`src/rtl/mouse_ctrl_pkg.sv`:
```
// rtl/mouse_ctrl_pkg.sv - state encoding and field widths for the mouse move controller
package mouse_ctrl_pkg;

  localparam int BLOCK_X_W = 5;
  localparam int BLOCK_Y_W = 3;
  localparam int TIMER_W   = 27;

  localparam logic [1:0] ST_IDLE = 2'd0;
  localparam logic [1:0] ST_SEL  = 2'd1;
  localparam logic [1:0] ST_REQ  = 2'd2;

endpackage

```
`src/rtl/click_edge_det.sv`:
```
// rtl/click_edge_det.sv - one-cycle pulse on each rising edge of a button level
// The first edge after reset only primes the history, so a button held through reset is not a press.
module click_edge_det (
  input  logic clk,
  input  logic rst,
  input  logic level,
  output logic pulse
);

  logic level_d;
  logic armed;

  always_ff @(posedge clk or posedge rst) begin
    if (rst) begin
      level_d <= 1'b0;
      armed   <= 1'b0;
    end else begin
      level_d <= level;
      armed   <= 1'b1;
    end
  end

  assign pulse = level & ~level_d & armed;

endmodule

```
`src/rtl/mouse_move_ctrl.sv`:
```
// rtl/mouse_move_ctrl.sv - two-click source/destination move selection with held move request
// Optional selection auto-cancel timer enabled by defining MOUSE_SEL_TIMEOUT_EN.
module mouse_move_ctrl
  import mouse_ctrl_pkg::*;
#(
  parameter int TIMEOUT_CYCLES = 100_000_000
) (
  input  logic                 clk,
  input  logic                 rst,
  input  logic                 valid,
  input  logic                 l_click,
  input  logic [BLOCK_X_W-1:0] block_x,
  input  logic [BLOCK_Y_W-1:0] block_y,
  input  logic                 my_turn,
  input  logic                 move_ack,
  output logic                 sel_active,
  output logic [BLOCK_X_W-1:0] src_x,
  output logic [BLOCK_Y_W-1:0] src_y,
  output logic [BLOCK_X_W-1:0] dst_x,
  output logic [BLOCK_Y_W-1:0] dst_y,
  output logic                 move_req,
  output logic                 sel_cancel
);

  logic [1:0] state;
  logic       click_ev;
  logic       same_block;
  logic       sel_expired;

  click_edge_det u_click_edge (
    .clk   (clk),
    .rst   (rst),
    .level (l_click),
    .pulse (click_ev)
  );

  assign same_block = (block_x == src_x) && (block_y == src_y);
  assign sel_active = (state != ST_IDLE);
  assign move_req   = (state == ST_REQ);

`ifdef MOUSE_SEL_TIMEOUT_EN
  localparam logic [TIMER_W-1:0] TIMER_LAST = TIMER_W'(TIMEOUT_CYCLES - 1);

  logic [TIMER_W-1:0] sel_timer;

  // Held at zero outside SEL, so every entry into SEL starts a fresh period.
  always_ff @(posedge clk or posedge rst) begin
    if (rst) begin
      sel_timer <= '0;
    end else if (state != ST_SEL) begin
      sel_timer <= '0;
    end else if (!sel_expired) begin
      sel_timer <= sel_timer + 1'b1;
    end
  end

  assign sel_expired = (sel_timer == TIMER_LAST);
`else
  assign sel_expired = 1'b0;

  // TIMEOUT_CYCLES only feeds the optional timer; this build keeps SEL until a click or loss of turn.
  if (TIMEOUT_CYCLES < 1) begin : g_timeout_unused
  end
`endif

  always_ff @(posedge clk or posedge rst) begin
    if (rst) begin
      state      <= ST_IDLE;
      src_x      <= '0;
      src_y      <= '0;
      dst_x      <= '0;
      dst_y      <= '0;
      sel_cancel <= 1'b0;
    end else begin
      sel_cancel <= 1'b0;
      case (state)
        ST_IDLE: begin
          if (click_ev && valid && my_turn) begin
            src_x <= block_x;
            src_y <= block_y;
            state <= ST_SEL;
          end
        end
        ST_SEL: begin
          // Losing the turn outranks any click; a click outranks the timer.
          if (!my_turn) begin
            state      <= ST_IDLE;
            sel_cancel <= 1'b1;
          end else if (click_ev) begin
            if (valid && !same_block) begin
              dst_x <= block_x;
              dst_y <= block_y;
              state <= ST_REQ;
            end else begin
              state      <= ST_IDLE;
              sel_cancel <= 1'b1;
            end
          end else if (sel_expired) begin
            state      <= ST_IDLE;
            sel_cancel <= 1'b1;
          end
        end
        ST_REQ: begin
          if (move_ack) begin
            state <= ST_IDLE;
          end
        end
        default: begin
          state <= ST_IDLE;
        end
      endcase
    end
  end

endmodule

```
`config.mk`:
```
export PLATFORM = sky130hd
export DESIGN_NAME = mouse_move_ctrl
export DESIGN_NICKNAME = d
export VERILOG_FILES = /design/src/rtl/mouse_ctrl_pkg.sv /design/src/rtl/click_edge_det.sv /design/src/rtl/mouse_move_ctrl.sv
export SDC_FILE = /design/constraint.sdc
export NUM_CORES = 1
export LEC_CHECK = 0
export BUFFER_PORTS_ARGS = -buffer_cell sky130_fd_sc_hd__buf_2
export CAP_MARGIN = 10
export CORE_MARGIN = 4
export CORE_UTILIZATION = 47
export CTS_CLUSTER_DIAMETER = 30
export DETAILED_ROUTE_END_ITERATION = 8
export GPL_TIMING_DRIVEN = 0
export PLACE_DENSITY_LB_ADDON = 0.15
export SLEW_MARGIN = 15
export SYNTH_ARGS = -nofsm -noshare
export SYNTH_HDL_FRONTEND = slang
export SYNTH_SLANG_ARGS = --single-unit
export TNS_END_PERCENT = 100
```
`constraint.sdc`:
```
create_clock -name clk -period 2.1 [get_ports clk]
set_input_delay 0.42 -clock clk [delete_from_list [all_inputs] [get_ports clk]]
set_output_delay 0.42 -clock clk [all_outputs]
set_load 0.01 [all_outputs]
```
==> metrics.md <==
| Metric | Value |
|---|---|
| Ys flop type | dfrtp_1 |
| Fin crit share | 78.9% |
| Post_cts resized | 0 |
| Syn Std Cell Area | 916 um^2 |
| Total Wirelength | 1600 um |
| Die ar. | 0.00272 mm^2 |
| Ports | 33 |
| Flop pwr share | 56.2% |
| CTS hold repair buffers | 0 |
| Int Power | 0.000629 W |
| Synth warn | 0 |
| Post-CTS Setup Bufs | 0 |
| CTS tree | done |
| Final WS setup | 0.442 ns |
| Die Wd | 52.1 um |
| Fraction of layout cells with a size suffix above 1 | 50.5% |
| WHS | 0.247 ns |
| Finished Core Util | 63.6% |
| Endpoints failing hold | 0 |
| Crit Path Class | reg2reg |
| Maximum buffer depth of the clock tree | 2 |
| Max-slew violations | 0 |
| Clock sink total | 21 |
| Min-delay worst type | in2async |
| Place WS | 0.298 ns |
| Slowest cell on crit path | dfrtp_1 |
| Clock share of power | 21.4% |
| Overflow after GRT | 0 |
| Setup TNS | 0 ns |
| P&R area growth vs syn | 23.8% |
| Max FO, Critical Path | 9 |
| Status | finished, final reports clean |
| Post-synth EDFFs | 0 |
| Num CTS Buffers | 3 |
| PnR Total Power | 0.000870 W |
| Number of global-route vias before repair | 565 |
| Vias per Instance | 4.85 |
| Critical Path Source Type | register |
| Worst Skew | 0.00291 ns |
| Worst Tran Pin Value | 0.773 ns |
| Clk slew on worst S/H paths | 0.11 ns |
| Largest net degree at the start of global routing | 22 |
| Critical Path End Type | register |
| Slowest stage delay, CP | 0.41 ns |
| Worst EP required | 2.29 ns |
| Routed Antenna Nets | 0 |
| Switching Share | 27.6% |
| Starting Density | 51.4% |
| Syn Nets | 77 |
| Avg WL per Cell | 12.9 um |
| Minimum clock period | 1.66 ns |
| Initial antenna violation count | 0 |
| Synth unique cells | 19 |
| DRT iter0 DRCs | 0 |
| CTS root buf | clkbuf_4 |
| Most frequent cells in the layout | buf_2, dfrtp_1, mux2_2, xnor2_1, mux2_1 |
| Placement Rows | 15 |
| Final Net Count | 114 |
| RSZ-0062 raised after global routing | no |
| Core area | 0.00178 mm^2 |
| Die Y-Extent | 52.1 um |
| Antenna fix cells | 0 |
| Commonest non-fill, non-tap cell in the layout | buf_2 |
| Setup violations, final | 0 |
| First-pass GRT wire length | 2670 um |
| Part of the Yosys area used for sequential elements | 57.4% |
| Async set-reset flop share out of synthesis | 100% |
| Fill cells | 152 |
| Rel. slew slack | 48.4% |
| Post-Syn Area per Cell | 14.5 um^2 |
| Max cap viols | 0 |
| Synthesized instance count | 63 |
| Pwr dens | 767 mW/mm^2 |
| Part of the power in combinational logic | 22.4% |
| CP arrival | 1.85 ns |
| # DRC | 0 |
| H-Tree Depth | 1 |
| Port bufs | 32 |
| Cell chain of the critical path | xnor2_1, nand4_1, o21ai_4, mux2_2 |
| Leakage power | 0.596 nW |
| Worst ir drop on vdd | 0.563 mV |
| Vias | 601 |
| GPL Wtd Cong | 0.683 |
| Synthesized flop and latch total | 21 |
| Switch Pwr | 0.000240 W |
| Max Freq | 603 MHz |
| Gr usage total | 13.9% |
| TritonRoute pass-1 iters | 1 |
| Worst-skew pair later-pin latency | 0.29 ns |
## sequential cells by signal (all words and copies together), names as in the netlist
register	flops
dst_x	5
dst_y	3
sel_cancel	1
src_x	5
src_y	3
state	2
u_click_edge.armed	1
u_click_edge.level_d	1
## layout make-up
type                            count  area, um^2  area share, %
Sequential cell                    21         526           46.4
Timing Repair Buffer               32         160           14.1
Inverter                            2        7.51          0.662
Clock buffer                        4        26.3           2.32
Tap cell                           25        31.3           2.76
Multi-Input combinational cell     40         383           33.8
## critical path, delay by kind of cell (launching register included)
family / cells / cell delay (ns)
compound gates: 1 / 0.38
xor+xnor: 1 / 0.19
mux: 1 / 0.38
simple gates: 1 / 0.20
flops: 1 / 0.41
## metrics by stage
| stage | area, um^2 | instances |
|---|---|---|
| floorplan | 916 | 63 |
| global placement | 1110 | 120 |
| CTS | 1130 | 124 |
| detailed placement | 1110 | 120 |
| global route | 1130 | 124 |
| finish | 1130 | 124 |
## power by group through the flow
stage	registers, W	logic (W)	clock network (W)
6_report	0.000489	0.000195	0.000186
3_3_place_gp	0.000495	0.000196	0
2_1_floorplan	0.000518	0.0000965	0
5_1_grt	0.000497	0.000215	0.000213
3_5_place_dp	0.000498	0.000198	0
4_1_cts	0.000490	0.000199	0.000198
## cell families (layout without fill, tap and decap cells)
kind of cell / after synthesis / count (layout) / share of synthesized area [%]
muxes: 16 / 16 / 19.7
xor gates and xnor gates: 8 / 8 / 7.65
buffers and inverters: 2 / 38 / 0.820
other: 1 / 1 / 0.409
DFF: 21 / 21 / 57.4
AOI/OAI and AO/OA: 5 / 5 / 5.06
and+or+nand+nor: 10 / 10 / 9.02
## layer usage
metal	global-route usage, %	wire (um)	up-vias
li1	-	-	294
met1	19.6	749	284
met2	19.9	728	21
met3	3.44	109	2
met4	6.38	13	0
met5	0	0	-
## cells in the mapped netlist (2+ instances only)
cell     instances  area [um^2]
dfrtp_1         21          526
mux2_2          11          124
xnor2_1          8         70.1
mux2_1           5         56.3
inv_1            2         7.51
nand4_1          2         12.5
nor2_1           2         7.51
## final timing paths
path	startpoint	end	slack [ns]	depth (start not counted)
worst max-delay path	src_x[3]	dst_x[2]	0.44	4
max in group asynchronous	rst	src_x[0]	1.37	2
worst max register to register	src_x[3]	dst_x[2]	0.44	4
worst min register to register	dst_x[1]	dst_x[1]	0.49	1
min in group clk	l_click	u_click_edge.level_d	0.28	1
worst min-delay path	rst	u_click_edge.level_d	0.25	2
(Power assumes the default switching activity.)
